## config.mk

```make
export PLATFORM = sky130hd
export DESIGN_NAME = display_mux
export DESIGN_NICKNAME = d
export VERILOG_FILES = /design/src/rtl/display_pkg.sv /design/src/rtl/phase_counter.sv /design/src/rtl/display_mux.sv
export SDC_FILE = /design/constraint.sdc
export NUM_CORES = 1
export LEC_CHECK = 0
export CORE_MARGIN = 3
export CORE_UTILIZATION = 46
export DETAILED_ROUTE_END_ITERATION = 10
export MAX_ROUTING_LAYER = met4
export PLACE_DENSITY = 0.7
export REMOVE_ABC_BUFFERS = 1
export SYNTH_ARGS = -nofsm -noshare
export SYNTH_HDL_FRONTEND = slang
export SYNTH_SLANG_ARGS = --single-unit
```

## constraint.sdc

```tcl
create_clock -name clk -period 6.6 [get_ports clk]
set_input_delay 1.98 -clock clk [delete_from_list [all_inputs] [get_ports clk]]
set_output_delay 1.98 -clock clk [all_outputs]
set_load 0.01 [all_outputs]
```

## src/rtl/display_pkg.sv

```systemverilog
// Shared types and constants for the two-digit multiplexed hex display:
// state encoding, active-low digit-enable patterns and default timing.
package display_pkg;

  typedef enum logic [1:0] {
    SHOW0  = 2'd0,
    BLANK0 = 2'd1,
    SHOW1  = 2'd2,
    BLANK1 = 2'd3
  } state_e;

  localparam logic [1:0] AN_D0  = 2'b10;
  localparam logic [1:0] AN_D1  = 2'b01;
  localparam logic [1:0] AN_OFF = 2'b11;

  localparam int DEF_CNT_W     = 16;
  localparam int DEF_BLANK_CYC = 64;

  function automatic logic is_show(input state_e s);
    return (s == SHOW0) || (s == SHOW1);
  endfunction

endpackage

```

## src/rtl/phase_counter.sv

```systemverilog
// Cycle counter for the current display phase: synchronous clear on a
// phase change and a terminal-count flag against a caller-supplied limit.
module phase_counter #(
  parameter int CNT_W = 16
) (
  input  logic             clk,
  input  logic             reset_n,
  input  logic             clr,
  input  logic [CNT_W-1:0] term,
  output logic             tc
);

  logic [CNT_W-1:0] cnt_q, cnt_d;

  assign tc = (cnt_q == term);

  always_comb begin
    cnt_d = cnt_q + CNT_W'(1);
    if (clr) cnt_d = '0;
  end

  always_ff @(posedge clk or negedge reset_n) begin
    if (!reset_n) cnt_q <= '0;
    else          cnt_q <= cnt_d;
  end

endmodule

```

## src/rtl/display_mux.sv

```systemverilog
// Two-digit time-multiplexed display driver: alternates digit 0 and digit 1
// with a blanking dead-time between them; every output is registered.
module display_mux
  import display_pkg::*;
#(
  parameter int CNT_W     = DEF_CNT_W,
  parameter int BLANK_CYC = DEF_BLANK_CYC
) (
  input  logic       clk,
  input  logic       reset_n,
  input  logic [3:0] s0,
  input  logic [3:0] s1,
  output logic [3:0] digit_val,
  output logic [1:0] an,
  output logic       blank
);

  if (CNT_W < 2 || BLANK_CYC < 1 || longint'(BLANK_CYC) > (longint'(1) << CNT_W)) begin : g_bad_params
    $error("display_mux: illegal CNT_W=%0d / BLANK_CYC=%0d", CNT_W, BLANK_CYC);
  end

  localparam logic [CNT_W-1:0] SHOW_TERM  = '1;
  localparam logic [CNT_W-1:0] BLANK_TERM = CNT_W'(BLANK_CYC - 1);

  state_e           state_q, state_d;
  logic [CNT_W-1:0] term;
  logic             tc;
  logic [1:0]       an_q, an_d;
  logic             blank_q, blank_d;
  logic [3:0]       digit_val_q, digit_val_d;

  assign term = is_show(state_q) ? SHOW_TERM : BLANK_TERM;

  // Every terminal count is a phase change, so it doubles as the clear.
  phase_counter #(.CNT_W(CNT_W)) u_phase_counter (
    .clk     (clk),
    .reset_n (reset_n),
    .clr     (tc),
    .term    (term),
    .tc      (tc)
  );

  always_ff @(posedge clk or negedge reset_n) begin
    if (!reset_n) state_q <= BLANK1;
    else          state_q <= state_d;
  end

  always_comb begin
    state_d = state_q;
    if (tc) begin
      case (state_q)
        SHOW0:   state_d = BLANK0;
        BLANK0:  state_d = SHOW1;
        SHOW1:   state_d = BLANK1;
        BLANK1:  state_d = SHOW0;
        default: state_d = BLANK1;
      endcase
    end
  end

  // Outputs derive from the next state so they change on the same edge.
  always_comb begin
    an_d        = AN_OFF;
    blank_d     = 1'b1;
    digit_val_d = digit_val_q;
    case (state_d)
      SHOW0: begin
        an_d    = AN_D0;
        blank_d = 1'b0;
        if (state_q != SHOW0) digit_val_d = s0;
      end
      SHOW1: begin
        an_d    = AN_D1;
        blank_d = 1'b0;
        if (state_q != SHOW1) digit_val_d = s1;
      end
      default: begin
        an_d    = AN_OFF;
        blank_d = 1'b1;
      end
    endcase
  end

  always_ff @(posedge clk or negedge reset_n) begin
    if (!reset_n) begin
      an_q        <= AN_OFF;
      blank_q     <= 1'b1;
      digit_val_q <= 4'h0;
    end else begin
      an_q        <= an_d;
      blank_q     <= blank_d;
      digit_val_q <= digit_val_d;
    end
  end

  assign an        = an_q;
  assign blank     = blank_q;
  assign digit_val = digit_val_q;

endmodule

```

* After elaboration in Yosys (flattened, before gate mapping)
Cells that the tools add are included.
Storage, ports and cells: register bits 25, bits of input ports 10, output and inout bits 7, logic and storage cells 30
Cells by class: $add $sub $neg 1, equality and inequality tests 8, multiplexer cells 9, reductions and logical operators 7
Operators with widths (number):
- $mux 16 | 2
- $add 16x1->16 const B | 1
- $eq 16x16->1 | 1
- $mux 4 | 2
- $pmux 2 s4 | 1
- $pmux 4 s2 | 1
- $eq 2x2->1 const B | 3
- $ne 2x2->1 const B | 3
- $logic_not 2->1 | 2
- $pmux 2 s2 | 1
- $reduce_bool 2->1 | 2
- $reduce_and 3->1 | 1
- $eq 2x1->1 const B | 1
- $mux 2 | 1
- $reduce_or 2->1 | 1
- $logic_or 1x1->1 | 1
- $mux 1 | 1

* Longest topological paths before layout
Gate-level depths: netlist (run 1).
depth in word-level cells 8, depth in mapped cells 7, gate-level depth less buffers 7

* By module
Synthesis (run 1) repeated with hierarchy kept, for this count alone.
Second synthesis, totals: cell total of the unflattened synthesis 136, area, all modules 1442.6 um^2
Modules (own cells, without submodules):
- phase_counter | instances 1, cells each 102, area each 1021.0 um^2, seq. area each 400.4 um^2
- display_mux | instances 1, cells each 34, area each 421.7 um^2, seq. area each 205.2 um^2

* Worst setup path after synthesis (run 1)
Ideal clock, no wire load.
kind in2reg, start input s0[0], end register digit_val_q[0] (netlist: digit_val[0]), setup time 78 ps, data arrival time 2481 ps, data required time 6522 ps, path slack 4042 ps, stages on the path 3, path buffers 0, cell sequence inv_1 o32a_2 a21oi_1
Between the ends: cells in the longest elaborated chain, start to end 2
RTL lines:
- from (decl) | line display_mux.sv:11 | input logic [3:0] s0,
- $mux 4 | line display_mux.sv:70 | if (state_q != SHOW0) digit_val_d = s0;
- $pmux 4 s2 | line display_mux.sv:66 | case (state_d)
- to (signal assigned) | line display_mux.sv:92 | digit_val_q <= digit_val_d;
- to (decl) | line display_mux.sv:30 | logic [3:0] digit_val_q, digit_val_d;
Every way passes these cells. The select of a mux whose other input is x is not followed. A chain may end at the register's enable or synchronous reset.

==> impl_metrics.env, run 1 <==
export IMPL_cts_htree_levels=1
export IMPL_core_area_um2=2570
export IMPL_clock_fmax_ghz=0.286
export IMPL_yosysWarnings=0
export IMPL_postCtsSetupRepairBufs=0
export IMPL_cp_required_ps=4620
export IMPL_wirelength_um=2380
export IMPL_report_final_slew_viol_count=0
export IMPL_clk_path_buf_depth=2
export IMPL_instances_no_fill=173
export IMPL_die_y_um=58.7
export IMPL_rsz0062_at_grt="no"
export IMPL_cp_end_kind="output port"
export IMPL_critPathTopFamily="flip-flops"
export IMPL_cts_sinks=24
export IMPL_fin_crit_ps=3500
export IMPL_synth_cells=125
export IMPL_synth_top_area_share_pct=39.2
export IMPL_yosysUniqueCellTypes=37
export IMPL_vias=968
export IMPL_critical_path_arrival_ps=1520
export IMPL_post_route_period_util_pct=53.0
export IMPL_grt_pass1_vias=902
export IMPL_drc=0
export IMPL_grt_max_degree=25
export IMPL_critPathMaxStageDelay_ps=640
export IMPL_min_path_type="reg2reg"
export IMPL_die_w_um=58.7
export IMPL_final_hold_viol_count=0
export IMPL_start_util_pct=49.7
export IMPL_cp_cell_sequence="clkdlybuf4s50_1"
export IMPL_area_growth_pct=17.6
export IMPL_setup_violations=0
export IMPL_cts_hold_buf=0
export IMPL_place_congestion=0.709
export IMPL_drt_pass1_iterations=4
export IMPL_ir_worst_vdd_uv=134
export IMPL_grt_total_usage_pct=15.2
export IMPL_nets=157
export IMPL_place_inst=169
export IMPL_slew_headroom_pct=28.6
export IMPL_hold_worst_slack_ps=490
export IMPL_grt_overflow=0
export IMPL_place_area_um2=1470
export IMPL_insertedDiodeCount=0
export IMPL_critPathKind="reg2out"
export IMPL_status="finished clean"
export IMPL_drv_cap=0
export IMPL_tightest_slew_ps=1060
export IMPL_clk_pin_slew_ps=130
export IMPL_cellPowerDensity_nw_per_um2=155
export IMPL_cts_resized=0
export IMPL_die_area_um2=3440
export IMPL_numPortBuffers=16
export IMPL_cp_max_fo=10
export IMPL_finClkSkew_ps=8.26
export IMPL_netlist_area_um2=1280
export IMPL_initialDrtViolationCount=22
export IMPL_antenna_found_initial=0
export IMPL_synth_area_leaders="dfrtp_1 (39%), dfstp_2 (8.2%), xor2_1 (5.5%), nor2_1 (4.1%), o32a_2 (3.5%)"
export IMPL_antenna_left=0
export IMPL_cts_tree="done"
export IMPL_drive_gt1_share_pct=11.9
export IMPL_via_per_inst=5.60
export IMPL_numCtsBuffers=3
export IMPL_startpoint_type="flop"
export IMPL_leakage_nw=0.621
export IMPL_slowest_stage="dfstp_2"
export IMPL_ff_latch_area_um2=606
export IMPL_cp_buffers_inverters=1
export IMPL_fillerInstances=237
export IMPL_synth_avg_cell_area_um2=10.2
export IMPL_synth_top_area_cell="dfrtp_1"
export IMPL_clk_latency_ps=320
export IMPL_finalInstanceArea_um2=1500
export IMPL_synth_seq_cells=24
export IMPL_routedWlPerCell_um=13.8
export IMPL_tns_ps=0
export IMPL_grt_pass1_wl_um=4020
export IMPL_multi_input_area_um2=636
export IMPL_io_pin_count=17
export IMPL_cts_root_buf="clkbuf_4"
export IMPL_ys_seq_area_share_pct=47.5
export IMPL_hpwl_um=1730
export IMPL_rows=18
-- layer usage --
metal | vias to the layer above | global-route usage (%) | share of wire (%)
li1 | 485 | - | -
met1 | 472 | 20.2 | 50
met2 | 9 | 24.2 | 47
met3 | 2 | 3.95 | 2.9
met4 | 0 | 1.94 | 0.63
met5 | - | - | 0
-- flip-flops by register name, summed over array words and instances (netlist names) --
| name | count |
|---|---|
| state_q | 2 |
| an | 2 |
| digit_val | 4 |
| u_phase_counter.cnt_q | 16 |
-- layout by cell type (no fill, tap or decap), drive strengths merged --
cell type	netlist	routed
dfrtp	20	20
clkdlybuf4s50	0	16
nor2	14	14
nand2	9	9
xor2	8	8
inv	7	7
nor3	7	7
nand3	6	6
xnor2	5	5
o21ai	5	5
a21oi	5	5
o32a	4	4
dfstp	4	4
clkbuf	1	4
and3	3	3
ha	3	3
or4b	2	2
mux2i	2	2
nand3b	2	2
mux2	2	2
nor4	2	2
nand4b	1	1
or3b	1	1
a211oi	1	1
o22ai	1	1
and4	1	1
a211o	1	1
o22a	1	1
o21bai	1	1
or4	1	1
or3	1	1
nor2b	1	1
a311oi	1	1
a31oi	1	1
-- area by class of cell --
type | count | area share, %
Inverter | 7 | 1.75
Clock buffer | 4 | 2.42
Multi-Input combinational cell | 92 | 42.3
Tap cell | 30 | 2.50
Timing Repair Buffer | 16 | 10.7
Sequential cell | 24 | 40.3
-- cells in the mapped netlist --
master and n:
nand3b_1 2, or3b_1 1, nor4_4 1, o32a_2 4
o22a_1 1, a31oi_1 1, dfstp_2 4, a21oi_1 5
a311oi_1 1, xor2_1 8, mux2i_1 2, or4b_1 2
dfrtp_1 20, a211o_1 1, and4_1 1, nor4_1 1
nor2b_1 1, nand2_1 9, mux2_4 1, mux2_2 1
nand3_1 6, o21bai_1 1, or3_1 1, nand4b_1 1
nor2_1 14, clkbuf_1 1, or4_1 1, and3_1 3
ha_1 3, inv_1 7, o21ai_0 5, a211oi_2 1
o22ai_1 1, xnor2_1 5, nor3_2 1, nor3_1 6
buf_2 1
-- kinds of logic (layout without fill, tap and decap cells) --
logic type	count (synthesis)	count (layout)	share of synthesized area, %
xor+xnor	13	13	8.92
simple gates	51	51	22.3
compound gates	21	21	12.1
buf+inv	9	27	2.74
fa+ha+maj	3	3	2.94
mux	4	4	3.63
flops	24	24	47.5
-- path summary, 6_finish.rpt --
kind / start / end / slack, ps / depth (start not counted)
max: state_q[0] / blank / 3100 / 1
min: u_phase_counter.cnt_q[4] / u_phase_counter.cnt_q[4] / 490 / 1
max reg2reg: state_q[0] / an[0] / 3840 / 5
min reg2reg: u_phase_counter.cnt_q[4] / u_phase_counter.cnt_q[4] / 490 / 1
max in group asynchronous: reset_n / digit_val[0] / 3750 / 1
min in group asynchronous: reset_n / u_phase_counter.cnt_q[14] / 2210 / 1
-- report_power, final --
part           switching, mW  internal [mW]
Clock                 0.0437         0.0337
Combinational        0.00363        0.00480
Sequential                 0          0.147
Total                 0.0474          0.186
-- stage by stage --
| stage | utilization, % | setup slack [ps] | power (mW) |
|---|---|---|---|
| 2_1_floorplan | - | 4040 | 0.150 |
| 3_3_place_gp | 57.1 | 3360 | 0.158 |
| 3_5_place_dp | 57.1 | 3300 | 0.159 |
| 4_1_cts | 58.5 | 3100 | 0.235 |
| 5_1_grt | 58.5 | 3050 | 0.242 |
| 6_report | 58.5 | 3100 | 0.233 |
Note: power is estimated with default switching activity, not from simulation.
==> run 2, diff against run 1 <==
PLACE_DENSITY = 0.72   (was 0.7)
clock period = 3 ns   (was 6.6 ns; I/O delays follow)
==> impl_metrics.env, run 2 (same netlist as run 1, synthesis figures left out) <==
export IMPL_largest_register_ffs=16
export IMPL_postCtsSetupRepairBufs=0
export IMPL_ff_latch_area_um2=606
export IMPL_clock_fmax_ghz=0.416
export IMPL_post_route_period_util_pct=80.2
export IMPL_clk_path_buf_depth=2
export IMPL_timing_rr_end="digit_val[2]"
export IMPL_rr_worst_depth=5
export IMPL_ir_worst_vdd_uv=266
export IMPL_fin_ws_ps=594
export IMPL_die_y_um=58.7
export IMPL_setup_violations=0
export IMPL_fin_crit_ps=2410
export IMPL_worst_hold_startpoint="u_phase_counter.cnt_q[4]"
export IMPL_postLayoutCoreUtil_pct=59.1
export IMPL_die_w_um=58.7
export IMPL_tightest_slew_ps=919
export IMPL_antenna_left=0
export IMPL_vias=972
export IMPL_layout_commonest_cell="dfrtp_1"
export IMPL_cts_resized=0
export IMPL_numCtsBuffers=3
export IMPL_core_area_um2=2570
export IMPL_routedWlPerCell_um=13.9
export IMPL_worst_path_stages=1
export IMPL_clk_latency_ps=310
export IMPL_area_growth_pct=18.8
export IMPL_cp_max_fo=10
export IMPL_final_hold_viol_count=0
export IMPL_cp_buffers_inverters=1
export IMPL_initialDrtViolationCount=23
export IMPL_drc=0
export IMPL_preCtsSetupSlack_ps=747
export IMPL_cts_sinks=24
export IMPL_drt_pass1_iterations=4
export IMPL_grt_max_degree=25
export IMPL_top_register="u_phase_counter.cnt_q"
export IMPL_multi_input_area_um2=636
export IMPL_cellPowerDensity_nw_per_um2=338
export IMPL_leakage_nw=0.631
export IMPL_cts_root_buf="clkbuf_4"
export IMPL_nets=159
export IMPL_clk_pin_slew_ps=130
export IMPL_grt_overflow=0
export IMPL_die_area_um2=3440
export IMPL_cp_end_kind="output port"
export IMPL_grt_pass1_wl_um=4210
export IMPL_crit_start="state_q[0]"
export IMPL_numPortBuffers=16
export IMPL_rsz0062_at_grt="no"
export IMPL_slew_headroom_pct=38.3
export IMPL_wirelength_um=2420
export IMPL_final_cell_mix="dfrtp_1 (20), clkdlybuf4s50_1 (16), nor2_1 (14), nand2_1 (9), xor2_1 (8)"
export IMPL_start_util_pct=49.7
export IMPL_io_pin_count=17
export IMPL_critPathMaxStageDelay_ps=620
export IMPL_drive_gt1_share_pct=13.1
export IMPL_min_path_type="reg2reg"
export IMPL_slowest_stage="dfstp_2"
export IMPL_cts_htree_levels=1
export IMPL_hpwl_um=1820
export IMPL_critPathTopFamily="flip-flops"
export IMPL_critical_path_arrival_ps=1510
export IMPL_cp_required_ps=2100
export IMPL_startpoint_type="flop"
export IMPL_fillerInstances=217
export IMPL_drv_cap=0
export IMPL_grt_total_usage_pct=16.1
export IMPL_cp_cell_sequence="clkdlybuf4s50_1"
export IMPL_grt_pass1_vias=968
export IMPL_rrSetupSlack_ps=710
export IMPL_cts_hold_buf=0
export IMPL_endpoint="blank"
export IMPL_via_per_inst=5.55
export IMPL_report_final_slew_viol_count=0
export IMPL_tns_ps=0
export IMPL_rows=18
export IMPL_insertedDiodeCount=0
export IMPL_cts_tree="done"
export IMPL_place_congestion=0.789
export IMPL_reg2reg_from="state_q[0]"
export IMPL_antenna_found_initial=0
export IMPL_finClkSkew_ps=5.01
export IMPL_status="finished clean"
export IMPL_critPathKind="reg2out"
## run 2: cell types whose count changed in the layout (fill, tap and decap cells not counted), sizes merged
cell and delta:
buf +2
## run 2: where the power goes
part           internal, mW  switching, mW
Sequential            0.324              0
Combinational        0.0114        0.00784
Clock                0.0740         0.0947
Total                 0.409          0.103
## run 2: how the worst min path moves through the flow
stage | slack (ps) | cells past startpoint | end
after floorplan | 450 | 1 | u_phase_counter.cnt_q[4]
after global placement | 460 | 1 | u_phase_counter.cnt_q[4]
after detailed placement | 470 | 1 | u_phase_counter.cnt_q[4]
after CTS | 490 | 1 | u_phase_counter.cnt_q[4]
after global routing | 530 | 1 | u_phase_counter.cnt_q[4]
final | 490 | 1 | u_phase_counter.cnt_q[4]
## run 2: area by class of cell
cell class / instances / share of cell area [%]
clock buffers: 4 / 2.39
inverters: 7 / 1.73
multi-input cells: 92 / 41.9
flip-flops and latches: 24 / 39.9
well taps: 30 / 2.48
repair buffers: 18 / 11.6
## run 2: routing by layer
layer	vias to the layer above	share of wire [%]	track usage, %
met5	-	0	-
met4	0	0.74	5.83
met3	2	1.9	1.97
met2	9	51	26.8
met1	474	46	20.3
li1	487	-	-
## run 2: through the flow
stage	instances	instance area, um^2	power [mW]	hold slack, ps
after floorplan	123	1270	0.331	445
after global placement	171	1480	0.350	463
after detailed placement	171	1480	0.350	467
after CTS	175	1520	0.519	489
after global routing	175	1520	0.532	530
final	175	1520	0.512	488
